**src/rtl/alien_swarm.sv**
```systemverilog
// ============================================================================
//  Module   : alien_swarm
//  Brief    : 4x8 alien grid that marches, drops at borders, takes bullet hits
//             and tracks level progression. Optional macro ALIEN_SPEEDUP_EN
//             halves the step period once eight or fewer aliens remain.
//  Revision : 1.0  initial release
// ============================================================================
`default_nettype none

module alien_swarm #(
    parameter logic [9:0] step_x_p          = 10'd4,
    parameter logic [9:0] drop_p            = 10'd16,
    parameter logic [5:0] frames_per_step_p = 6'd8,
    parameter logic [9:0] land_line_p       = 10'd384
) (
    input  logic        clk_i,
    input  logic        reset_i,
    input  logic        frame_i,
    input  logic        freeze_i,
    input  logic        resume_i,
    input  logic        bullet_i,
    input  logic [9:0]  bullet_left_i,
    input  logic [9:0]  bullet_right_i,
    input  logic [9:0]  bullet_top_i,
    input  logic [9:0]  bullet_bot_i,
    output logic        hit_enemy_o,
    output logic [31:0] alive_mask_o,
    output logic [9:0]  swarm_left_o,
    output logic [9:0]  swarm_top_o,
    output logic [2:0]  level_o,
    output logic        add_life_o,
    output logic        cleared_o,
    output logic        landed_o
);

    localparam logic [1:0] ST_MARCH   = 2'd0;
    localparam logic [1:0] ST_DROP    = 2'd1;
    localparam logic [1:0] ST_CLEARED = 2'd2;
    localparam logic [1:0] ST_LANDED  = 2'd3;

    localparam logic [9:0] LEFT_RST = 10'd168;
    localparam logic [9:0] TOP_RST  = 10'd48;

    logic [1:0]  state_q, state_d;
    logic        dir_q, dir_d;
    logic [9:0]  swarm_left_q, swarm_left_d;
    logic [9:0]  swarm_top_q, swarm_top_d;
    logic [31:0] mask_q, mask_d;
    logic [2:0]  level_q, level_d;
    logic [5:0]  frame_cnt_q, frame_cnt_d;
    logic        hit_q, hit_d;
    logic        add_life_q, add_life_d;

    logic [31:0] w_overlap;
    logic [31:0] w_hit_vec;
    logic [31:0] w_kill;
    logic [31:0] w_mask_kill;
    logic        w_test_en;
    logic        w_tick;
    logic [5:0]  w_period;
    logic        w_any_live;
    logic [9:0]  w_low_bot;
    logic        w_landed;

    for (genvar r = 0; r < 4; r++) begin : g_row
        for (genvar c = 0; c < 8; c++) begin : g_col
            logic [9:0] w_l;
            logic [9:0] w_t;
            assign w_l = swarm_left_q + 10'(40 * c);
            assign w_t = swarm_top_q + 10'(32 * r);
            assign w_overlap[r*8+c] = (bullet_left_i < w_l + 10'd24) && (bullet_right_i > w_l)
                                   && (bullet_top_i < w_t + 10'd16) && (bullet_bot_i > w_t);
        end
    end

    // Suppressing while the kill pulse is high stops a lingering bullet from killing twice.
    assign w_test_en   = bullet_i && !hit_q && (state_q == ST_MARCH || state_q == ST_DROP);
    assign w_hit_vec   = w_test_en ? (w_overlap & mask_q) : 32'd0;
    assign w_kill      = w_hit_vec & (~w_hit_vec + 32'd1);
    assign w_mask_kill = mask_q & ~w_kill;

`ifdef ALIEN_SPEEDUP_EN
    localparam logic [5:0] HALF_PERIOD = ((frames_per_step_p >> 1) == 6'd0) ? 6'd1
                                                                           : (frames_per_step_p >> 1);
    logic [5:0] w_pop;
    always_comb begin
        w_pop = '0;
        for (int i = 0; i < 32; i++) begin
            w_pop = w_pop + 6'(mask_q[i]);
        end
    end
    assign w_period = (w_pop <= 6'd8) ? HALF_PERIOD : frames_per_step_p;
`else
    assign w_period = frames_per_step_p;
`endif

    assign w_tick = frame_i && !freeze_i && (frame_cnt_q >= w_period - 6'd1);

    // Higher rows overwrite lower ones, leaving the bottom edge of the lowest live row.
    always_comb begin
        w_any_live = 1'b0;
        w_low_bot  = '0;
        for (int r = 0; r < 4; r++) begin
            if (|w_mask_kill[r*8 +: 8]) begin
                w_any_live = 1'b1;
                w_low_bot  = swarm_top_q + 10'(32 * r + 16);
            end
        end
    end
    assign w_landed = w_any_live && (w_low_bot >= land_line_p);

    always_ff @(posedge clk_i) begin
        if (reset_i) begin
            state_q      <= ST_MARCH;
            dir_q        <= 1'b1;
            swarm_left_q <= LEFT_RST;
            swarm_top_q  <= TOP_RST;
            mask_q       <= 32'hFFFF_FFFF;
            level_q      <= 3'd1;
            frame_cnt_q  <= '0;
            hit_q        <= 1'b0;
            add_life_q   <= 1'b0;
        end else begin
            state_q      <= state_d;
            dir_q        <= dir_d;
            swarm_left_q <= swarm_left_d;
            swarm_top_q  <= swarm_top_d;
            mask_q       <= mask_d;
            level_q      <= level_d;
            frame_cnt_q  <= frame_cnt_d;
            hit_q        <= hit_d;
            add_life_q   <= add_life_d;
        end
    end

    always_comb begin
        state_d      = state_q;
        dir_d        = dir_q;
        swarm_left_d = swarm_left_q;
        swarm_top_d  = swarm_top_q;
        mask_d       = w_mask_kill;
        level_d      = level_q;
        frame_cnt_d  = frame_cnt_q;
        hit_d        = |w_hit_vec;
        add_life_d   = 1'b0;
        case (state_q)
            ST_MARCH: begin
                if (frame_i && !freeze_i) begin
                    frame_cnt_d = w_tick ? 6'd0 : frame_cnt_q + 6'd1;
                end
                if (w_mask_kill == 32'd0) begin
                    state_d = ST_CLEARED;
                end else if (w_landed) begin
                    state_d = ST_LANDED;
                end else if (w_tick) begin
                    if (dir_q) begin
                        if (swarm_left_q + 10'd304 + step_x_p > 10'd629) begin
                            state_d = ST_DROP;
                        end else begin
                            swarm_left_d = swarm_left_q + step_x_p;
                        end
                    end else begin
                        if (swarm_left_q < 10'd9 + step_x_p) begin
                            state_d = ST_DROP;
                        end else begin
                            swarm_left_d = swarm_left_q - step_x_p;
                        end
                    end
                end
            end
            ST_DROP: begin
                swarm_top_d = swarm_top_q + drop_p;
                dir_d       = !dir_q;
                state_d     = (w_mask_kill == 32'd0) ? ST_CLEARED : ST_MARCH;
            end
            ST_CLEARED: begin
                if (resume_i) begin
                    level_d      = (level_q == 3'd7) ? 3'd7 : level_q + 3'd1;
                    add_life_d   = !level_d[0];
                    mask_d       = 32'hFFFF_FFFF;
                    swarm_left_d = LEFT_RST;
                    swarm_top_d  = TOP_RST;
                    dir_d        = 1'b1;
                    frame_cnt_d  = '0;
                    state_d      = ST_MARCH;
                end
            end
            default: begin
                if (resume_i) begin
                    level_d      = 3'd1;
                    mask_d       = 32'hFFFF_FFFF;
                    swarm_left_d = LEFT_RST;
                    swarm_top_d  = TOP_RST;
                    dir_d        = 1'b1;
                    frame_cnt_d  = '0;
                    state_d      = ST_MARCH;
                end
            end
        endcase
    end

    always_comb begin
        cleared_o = (state_q == ST_CLEARED);
        landed_o  = (state_q == ST_LANDED);
    end

    assign hit_enemy_o  = hit_q;
    assign add_life_o   = add_life_q;
    assign alive_mask_o = mask_q;
    assign swarm_left_o = swarm_left_q;
    assign swarm_top_o  = swarm_top_q;
    assign level_o      = level_q;

endmodule

`default_nettype wire

```
**config.mk**
```make
export PLATFORM = sky130hd
export DESIGN_NAME = alien_swarm
export DESIGN_NICKNAME = d
export VERILOG_FILES = /design/src/rtl/alien_swarm.sv
export SDC_FILE = /design/constraint.sdc
export NUM_CORES = 1
export LEC_CHECK = 0
export ABC_AREA = 1
export CAP_MARGIN = 5
export CELL_PAD_IN_SITES_DETAIL_PLACEMENT = 0
export CELL_PAD_IN_SITES_GLOBAL_PLACEMENT = 1
export CORE_ASPECT_RATIO = 1.75
export CORE_MARGIN = 2
export CORE_UTILIZATION = 42
export DETAILED_ROUTE_END_ITERATION = 8
export HOLD_SLACK_MARGIN = 0.15
export MAX_ROUTING_LAYER = met4
export PLACE_DENSITY_LB_ADDON = 0.1
export SLEW_MARGIN = 20
export SYNTH_ARGS = -nofsm -noshare
export SYNTH_HDL_FRONTEND = slang
export SYNTH_SLANG_ARGS = --single-unit
```
**constraint.sdc**
```tcl
create_clock -name clk_i -period 5.5 [get_ports clk_i]
set_input_delay 0.55 -clock clk_i [delete_from_list [all_inputs] [get_ports clk_i]]
set_output_delay 0.55 -clock clk_i [all_outputs]
set_load 0.01 [all_outputs]
```
Yosys cells after proc, flatten, opt, wreduce, memory -nomap -nowiden
Index checks and enable logic that the tools add are counted.
{"block": "word_totals", "ram_bits": 0, "wordCells": 231, "latch_bits": 0, "mem_bits_ro": 0, "mem_count": 0, "ff_bits": 66, "out_inout_bits": 59, "inputBits": 46}
{"block": "op_classes", "add_sub_neg": 32, "div": 0, "bitwise": 10, "n_shift": 0, "n_reduce_logical": 99, "n_eq_ne": 13, "mul": 0, "magnitude_cmp": 28, "muxes": 40}
{"cell": "$add 10x5->10 const B", "n": 12}
{"cell": "$gt 10x10->1", "n": 12}
{"cell": "$lt 10x10->1", "n": 12}
{"cell": "$mux 10", "n": 12}
{"cell": "$and 32x32->32", "n": 3}
{"cell": "$mux 32", "n": 3}
{"cell": "$logic_and 1x1->1", "n": 77}
{"cell": "$not 32->32", "n": 2}
{"cell": "$add 10x7->10 const B", "n": 6}
{"cell": "$pmux 10 s2", "n": 2}
{"cell": "$add 32x1->32 const B", "n": 1}
{"cell": "$logic_not 32->1", "n": 1}
{"cell": "$reduce_or 32->1", "n": 1}
{"cell": "$reduce_or 8->1", "n": 4}
{"cell": "$add 10x6->10 const B", "n": 3}
{"cell": "$add 10x8->10 const B", "n": 3}
{"cell": "$add 10x3->10 const B", "n": 2}
{"cell": "$add 10x9->10 const B", "n": 2}
{"cell": "$mux 6", "n": 3}
{"cell": "$mux 2", "n": 8}
{"cell": "$pmux 6 s2", "n": 1}
{"cell": "$ge 10x9->1 const B", "n": 1}
{"cell": "$gt 10x10->1 const B", "n": 1}
{"cell": "$lt 10x4->1 const B", "n": 1}
{"cell": "29 further kinds", "n": 49}

Logic depth before layout (Yosys ltp)
Gate-level depths: netlist (run 1).
{"block": "depth", "ltp_word": 23, "depth_mapped": 36, "ltp_nobuf": 34}

Least setup slack after synthesis (run 1)
OpenSTA, ideal clock, no wires.
{"block": "synth_timing", "kind": "flip-flop to flip-flop", "from": "reg swarm_left_q[5], in the netlist swarm_left_o[5]", "to": "reg swarm_left_q[4], in the netlist swarm_left_o[4]", "required_time_ns": 5.390, "arrival_ns": 4.247, "synth_period_minus_slack_ns": 4.357, "n_path_buf": 0, "setup_slack_ns": 1.143, "path_stages_with_launch": 29, "setup_time_ns": 0.110, "cell_sequence": "dfxtp_1 inv_4 ha_1 inv_1 or3_1 nor3_1 xor2_1 ha_1 nand2_1 nor2_1 nand4_1 nand3_1 nor2_1 nand3_1 inv_1 nor2_4 nand2_1 nor2_2 nand2_1 o21ai_2 inv_2 nor2_2 nand2_2 nor3_4 nand2_2 nand3_4 nand2_1 inv_1 nor2_1"}
{"block": "synth_between", "elab_chain_len": 22, "elab_cells_between_ends": 134, "cone_classes": "add/sub: 18; order compare: 19; eq/ne: 4; mux: 9; bitwise: 5; reduce/logical: 79"}
{"item": "from (decl)", "line_no": "46", "source": "logic [9:0] swarm_left_q, swarm_left_d;"}
{"item": "from (signal assigned)", "line_no": "126", "source": "swarm_left_q <= swarm_left_d;"}
{"item": "$add 10x6->10 (tied with other cells)", "line_no": "69", "source": "assign w_l = swarm_left_q + 10'(40 * c);"}
{"item": "$add 10x5->10", "line_no": "71", "source": "assign w_overlap[r*8+c] = (bullet_left_i < w_l + 10'd24) && (bullet_right_i > w_l)"}
{"item": "$lt 10x10->1", "line_no": "71"}
{"item": "$logic_and 1x1->1", "line_no": "71"}
{"item": "$logic_and 1x1->1 (2 in series)", "line_no": "72", "source": "&& (bullet_top_i < w_t + 10'd16) && (bullet_bot_i > w_t);"}
{"item": "$and 32x32->32", "line_no": "78", "source": "assign w_hit_vec = w_test_en ? (w_overlap & mask_q) : 32'd0;"}
{"item": "$mux 32", "line_no": "78"}
{"item": "$not 32->32", "line_no": "79", "source": "assign w_kill = w_hit_vec & (~w_hit_vec + 32'd1);"}
{"item": "[... 2 more ...]"}
{"item": "$not 32->32", "line_no": "80", "source": "assign w_mask_kill = mask_q & ~w_kill;"}
{"item": "$and 32x32->32", "line_no": "80"}
{"item": "$reduce_or 8->1", "line_no": "104", "source": "if (|w_mask_kill[r*8 +: 8]) begin"}
{"item": "$mux 10 (4 in series)", "line_no": "104"}
{"item": "$ge 10x9->1", "line_no": "110", "source": "assign w_landed = w_any_live && (w_low_bot >= land_line_p);"}
{"item": "$logic_and 1x1->1", "line_no": "110"}
{"item": "$ne 2x2->1 (no line)"}
{"item": "$reduce_and 7->1 (no line) *"}
Every way passes the cells marked *; elsewhere a longest branch is shown, timed or not.
A chain may end at the register's enable or synchronous reset.

Final worst setup path (run 1)
{"block": "layout_timing", "from": "reg swarm_left_q[4], in the netlist swarm_left_o[4]", "to": "reg swarm_left_q[6], in the netlist swarm_left_o[6]"}
{"block": "layout_between", "elab_chain_len": 22, "elab_cells_between_ends": 143, "cone_classes": "add/sub: 20; order compare: 19; eq/ne: 4; mux: 16; bitwise: 5; reduce/logical: 79"}
{"item": "$add 10x6->10 (tied with other cells)", "line_no": "69"}
{"item": "$add 10x5->10", "line_no": "71"}
{"item": "$lt 10x10->1", "line_no": "71"}
{"item": "$logic_and 1x1->1", "line_no": "71"}
{"item": "$logic_and 1x1->1 (2 in series)", "line_no": "72"}
{"item": "$and 32x32->32", "line_no": "78"}
{"item": "$mux 32", "line_no": "78"}
{"item": "$not 32->32", "line_no": "79"}
{"item": "[... 2 more ...]"}
{"item": "$not 32->32", "line_no": "80"}
{"item": "$and 32x32->32", "line_no": "80"}
{"item": "$reduce_or 8->1", "line_no": "104"}
{"item": "$mux 10 (4 in series)", "line_no": "104"}
{"item": "$ge 10x9->1", "line_no": "110"}
{"item": "$logic_and 1x1->1", "line_no": "110"}
{"item": "$ne 2x2->1 (no line)"}
{"item": "$reduce_and 7->1 (no line)"}
Parallel ways exist; a longest one is shown, timed or not. The select of a mux whose other input is x is not followed.

==> results of run 1 <==
[per-stage QoR]
stage,setup WS [ps],hold slack [ps]
2_1_floorplan,1140,418
3_3_place_gp,304,428
3_5_place_dp,262,431
4_1_cts,237,440
5_1_grt,-0.986,452
6_report,385,443
[tightest hold or removal path: stages (launching register included)]
cell     delay, ps
dfxtp_1        310
nand2_1         60
nor2_1          30
[registers in the layout, indices dropped and copies added (netlist names)]
| signal | cells |
|---|---|
| state_q | 2 |
| add_life_o | 1 |
| frame_cnt_q | 6 |
| level_o | 3 |
| alive_mask_o | 32 |
| dir_q | 1 |
| hit_enemy_o | 1 |
| swarm_top_o | 6 |
| swarm_left_o | 8 |
[power breakdown]
| group | internal (W) | switching (W) |
|---|---|---|
| Sequential | 0.000473 | 0.0000575 |
| Combinational | 0.000684 | 0.00118 |
| Clock | 0.000386 | 0.000208 |
[per-layer routing]
metal  track usage  share of wire
met4         0.213          0.083
met5             -              0
met1         0.264           0.35
met3        0.0275          0.031
met2         0.566           0.54
[cell families (layout without fill, tap and decap cells)]
| group | after synthesis | count (layout) | synth area share |
|---|---|---|---|
| flip-flops | 60 | 60 | 0.127 |
| AND/OR/NAND/NOR | 789 | 789 | 0.384 |
| buffers and inverters | 214 | 342 | 0.0913 |
| other | 1 | 6 | 0.000396 |
| adder cells (fa/ha/maj) | 169 | 169 | 0.224 |
| XOR/XNOR | 84 | 84 | 0.0777 |
| AO/OA/AOI/OAI | 157 | 157 | 0.0953 |
[area by class of cell]
| type | instances | area [um2] |
|---|---|---|
| flip-flops and latches | 60 | 1200 |
| repair buffers | 134 | 1240 |
| fillers | 2397 | 10900 |
| multi-input cells | 1205 | 7450 |
| inverters | 193 | 731 |
| well taps | 296 | 370 |
| clock inverters | 1 | 30.0 |
| clock buffers | 14 | 274 |
[what timing repair did]
| action | 4_1_cts | 5_1_grt |
|---|---|---|
| setup buffers | 0 | 4 |
| endpoints found under the setup margin | 0 | 10 |
| resized for setup | 0 | 9 |
| endpoints found under the hold margin | 0 | 0 |
[layout by cell type, fill, tap and decap left out, drive strengths merged, types with 7 or more instances in the layout]
master         synthesis  final
nand2                395    395
inv                  188    187
nor2                 174    174
ha                   168    168
nand3                133    133
clkdlybuf4s50          0     94
a21oi                 82     82
xor2                  68     68
dfxtp                 60     60
nand4                 42     42
buf                   12     40
o21ai                 38     38
nor3                  23     23
xnor2                 16     16
clkbuf                 9     14
o21a                  13     13
nand3b                 7      7
[worst max path at each step]
stage / cells past startpoint / endpoint / slack, ps / start
3_3_place_gp: 29 / swarm_left_o[9] / 300 / swarm_left_o[4]
2_1_floorplan: 28 / swarm_left_o[4] / 1140 / swarm_left_o[5]
6_report: 28 / swarm_left_o[6] / 380 / swarm_left_o[4]
5_1_grt: 25 / swarm_left_o[6] / -1 / swarm_left_o[4]
3_5_place_dp: 29 / swarm_left_o[8] / 260 / swarm_left_o[5]
4_1_cts: 30 / swarm_left_o[8] / 240 / swarm_left_o[4]
==> results.ini, run 1 <==
[power]
power_density_nw_per_um2 = 265
peakVddDrop_mv = 0.179
power_w = 0.00299
power_leakage_nw = 5.90

[synthesis]
synth_area_um2 = 9470
syn_inst = 1474
syn_area_per_cell_um2 = 6.42
synth-async-reset-ratio = 0
synthTopCellsByArea = ha_1 22%, nand2_1 15%, dfxtp_1 13%, inv_1 6.9%, nand3_1 6.3%
synth-seq-cells = 60
synth_most_common_cell = nand2_1
synth_top_area_share = 0.222
ys.flop_type = dfxtp_1
synth_edf_count = 0
synth_cell_types = 57
yosys.area.top_type = ha_1
netlist_top_cells_count = 374 x nand2_1, 175 x inv_1, 168 x ha_1
ys_seq_area_frac = 0.127
yosys_warnings = 0

[place]
post_dp_cell_area_um2 = 10900
dpl.cell_count = 1884
gp_congestion = 0.945
dp_hpwl_um = 28600
port_buffers = 94

[worst_setup_path]
rrSetupSlack_ps = 380
crit_fanout = 10
rr_worst_depth = 28
crit_type = reg2reg
start_kind = flip-flop
r2r-end = swarm_left_o[6]
regToRegStartpoint = swarm_left_o[4]
cpMostUsedCell = nand3_1
cp-end-kind = flip-flop
cpPeakStageDelay_ps = 380
slowest_stage = xor2_1
path_buf_inv = 4
cp.required_ps = 5730
arrival_ps = 5350
crit_family = simple AND/OR/NAND/NOR gates

[cts]
clk-insertion-delay-late_ps = 340
clock_path_buffers = 2
cts-root-buf = clkbuf_16
cts_hold_buffers = 0
cts.sinks = 60
cts_tree = built
htree_levels = 3
clkTransAtPathRegs_ps = 50
cts-buffers-inserted = 9

[die]
die_area_um2 = 23800
die_h_um = 203
initial_core_util = 0.427
dieWidth_um = 117
design.core.area_um2 = 22200
fp-row-count = 72
ios = 105

[sta]
fin_setup_tns_ps = 0
clock_skew_ps = 8.71
worstMarginPinSlew_ps = 697
setup_violations = 0
fin_crit_sh = 0.930
drv_slew = 0
period_needed_ps = 5120
hold_viol = 0
clock.fmax_ghz = 0.195
max-slew-margin-rel = 0.534

[global_routing]
antenna_found_initial = 0
overflow = 0
grt_pass1_wl_um = 52800
grt_max_degree = 37
grt_use_total = 0.294
grt_pass1_vias = 10100

[layout]
layoutNonFillerInstCount = 1903
final_cell_area_um2 = 11300
syn2layout_area_growth_pct = 19.4
drive_gt1_frac = 0.0865
final_nets = 1818
diodes = 0
utilization = 0.510

[drt]
vias = 9911
wl_per_cell_um = 17.7
drt-total-wl_um = 33800
dr.pass1.iters = 6
drc = 0
viasPerCell = 5.21
drt_iter0_markers = 442
detail-route-antenna-nets = 0

[min_path]
hold_depth = 2
min_to = frame_cnt_q[5]
hold_class = reg2reg
hp-start = frame_cnt_q[5]

[status]
outcome = finished, final reports clean

[run]
cap_viol_max_count = 0

Power figures use the tool's default switching activity.
==> run 2, diff against run 1 <==
--- a/config.mk
+++ b/config.mk
@@ -6,6 +6,7 @@
 export NUM_CORES = 1
 export LEC_CHECK = 0
 export ABC_AREA = 1
+export ABC_CLOCK_PERIOD_IN_PS = 5500
 export CAP_MARGIN = 5
 export CELL_PAD_IN_SITES_DETAIL_PLACEMENT = 0
 export CELL_PAD_IN_SITES_GLOBAL_PLACEMENT = 1
==> results of run 2 <==
Final layout, timing and power as in run 1 (identical DEF).
==> run 3, diff against run 2 <==
--- a/config.mk
+++ b/config.mk
@@ -14,9 +14,11 @@
 export CORE_MARGIN = 2
 export CORE_UTILIZATION = 42
 export DETAILED_ROUTE_END_ITERATION = 8
-export HOLD_SLACK_MARGIN = 0.15
+export HOLD_SLACK_MARGIN = 0.1
 export MAX_ROUTING_LAYER = met4
 export PLACE_DENSITY_LB_ADDON = 0.1
+export REMOVE_ABC_BUFFERS = 1
+export SKIP_LAST_GASP = 1
 export SLEW_MARGIN = 20
 export SYNTH_ARGS = -nofsm -noshare
 export SYNTH_HDL_FRONTEND = slang
==> results.ini, run 3 (synthesis results as in run 1) <==
[status]
outcome = finished, final reports clean

[run]
cap_viol_max_count = 0

[worst_setup_path]
crit_family = simple AND/OR/NAND/NOR gates
arrival_ps = 5310
cpPeakStageDelay_ps = 420
crit_fanout = 8
path_buf_inv = 5
cp.required_ps = 5740
crit_type = reg2reg
start_kind = flip-flop
cp-end-kind = flip-flop
slowest_stage = dfxtp_1
rrSetupSlack_ps = 430

[place]
gp_congestion = 0.972
dp_hpwl_um = 28600
dpl.cell_count = 1873
port_buffers = 94

[global_routing]
grt_pass1_vias = 9906
overflow = 0
antenna_found_initial = 0
grt_use_total = 0.294
grt_pass1_wl_um = 52500
grt_max_degree = 34

[die]
fp-row-count = 72
die_h_um = 203
dieWidth_um = 117
initial_core_util = 0.427
die_area_um2 = 23800
design.core.area_um2 = 22200
ios = 105

[drt]
dr.pass1.iters = 8
detail-route-antenna-nets = 0
wl_per_cell_um = 17.8
drc = 0
vias = 9983
drt-total-wl_um = 33700
drt_iter0_markers = 420
viasPerCell = 5.28

[layout]
utilization = 0.505
layoutNonFillerInstCount = 1889
largest_reg_flops = 32
syn2layout_area_growth_pct = 18.2
final_common_cell = nand2_1
final_nets = 1803
final_cell_mix = 373 x nand2_1, 174 x inv_1, 168 x ha_1
drive_gt1_frac = 0.0810
diodes = 0

[cts]
cts.sinks = 60
cts-root-buf = clkbuf_16
cts_tree = built
htree_levels = 3
clock_path_buffers = 2
cts_hold_buffers = 0
clkTransAtPathRegs_ps = 60
clk-insertion-delay-late_ps = 350
cts-buffers-inserted = 9
postCtsSetupRepairBufs = 0
cts_resized = 0

[min_path]
hold_class = reg2reg

[power]
switching_share = 0.498
p_switching_w = 0.00148
power_leakage_nw = 5.82
p_int_w = 0.00149
power_w = 0.00297
power_density_nw_per_um2 = 265
p_comb_frac = 0.624
p_clk_frac = 0.196
peakVddDrop_mv = 0.172
power_frac_seq = 0.179

[sta]
clock_skew_ps = 7.48
setup_violations = 0
fin_setup_tns_ps = 0
worstMarginPinSlew_ps = 806
fin_crit_sh = 0.921
period_needed_ps = 5070
hold_viol = 0
max-slew-margin-rel = 0.461
timing.hold.ws_ps = 441
rsz0062_at_grt = false
drv_slew = 0
clock.fmax_ghz = 0.197

run 3: changes by cell type in the layout (fill, tap and decap cells not counted), moves of 2 or more:
| cell | previous run | this run |
|---|---|---|
| clkinv_4 | 0 | 2 |
| clkbuf_1 | 2 | 0 |
| buf_4 | 40 | 25 |
| clkbuf_8 | 3 | 0 |
| o21ai_1 | 4 | 7 |
| o21ai_0 | 32 | 29 |
run 3: cell type report:
class	count	area (um2)
Timing Repair Buffer	119	1130
Clock inverter	7	76.3
Multi-Input combinational cell	1205	7450
Inverter	193	727
Fill cell	2448	11000
Sequential cell	60	1200
Clock buffer	9	225
Tap cell	296	370
run 3: path summary, 6_finish.rpt:
| kind | cells after the start | end | startpoint |
|---|---|---|---|
| setup / recovery | 27 | swarm_left_o[6] | swarm_left_o[5] |
| hold / removal | 2 | frame_cnt_q[4] | frame_cnt_q[4] |
| setup reg to reg | 27 | swarm_left_o[6] | swarm_left_o[5] |
| hold reg to reg | 2 | frame_cnt_q[4] | frame_cnt_q[4] |
run 3: layer usage:
layer / vias up / global-route usage / part of all wire
li1: 5059 / - / -
met1: 4517 / 0.261 / 0.34
met2: 272 / 0.577 / 0.55
met3: 135 / 0.0253 / 0.028
met4: 0 / 0.206 / 0.083
met5: - / - / 0
run 3: tightest hold or removal path, delay by kind of cell, from the launching register on:
| kind | cells | cell delay, ps |
|---|---|---|
| AND/OR/NAND/NOR | 2 | 90 |
| flip-flops | 1 | 310 |
run 3: through the flow:
step,worst slack (ps),area [um2]
2_1_floorplan,836,9350
3_3_place_gp,254,10800
3_5_place_dp,216,10800
4_1_cts,228,11100
5_1_grt,4.68,11200
6_report,433,11200
run 3: power by group through the flow:
stage / clock network [W] / logic, W / registers (W)
after floorplan: 0 / 0.00122 / 0.000544
after detailed placement: 0 / 0.00183 / 0.000541
after global routing: 0.000613 / 0.00209 / 0.000538
final: 0.000583 / 0.00185 / 0.000532
after CTS: 0.000597 / 0.00184 / 0.000532
after global placement: 0 / 0.00181 / 0.000540
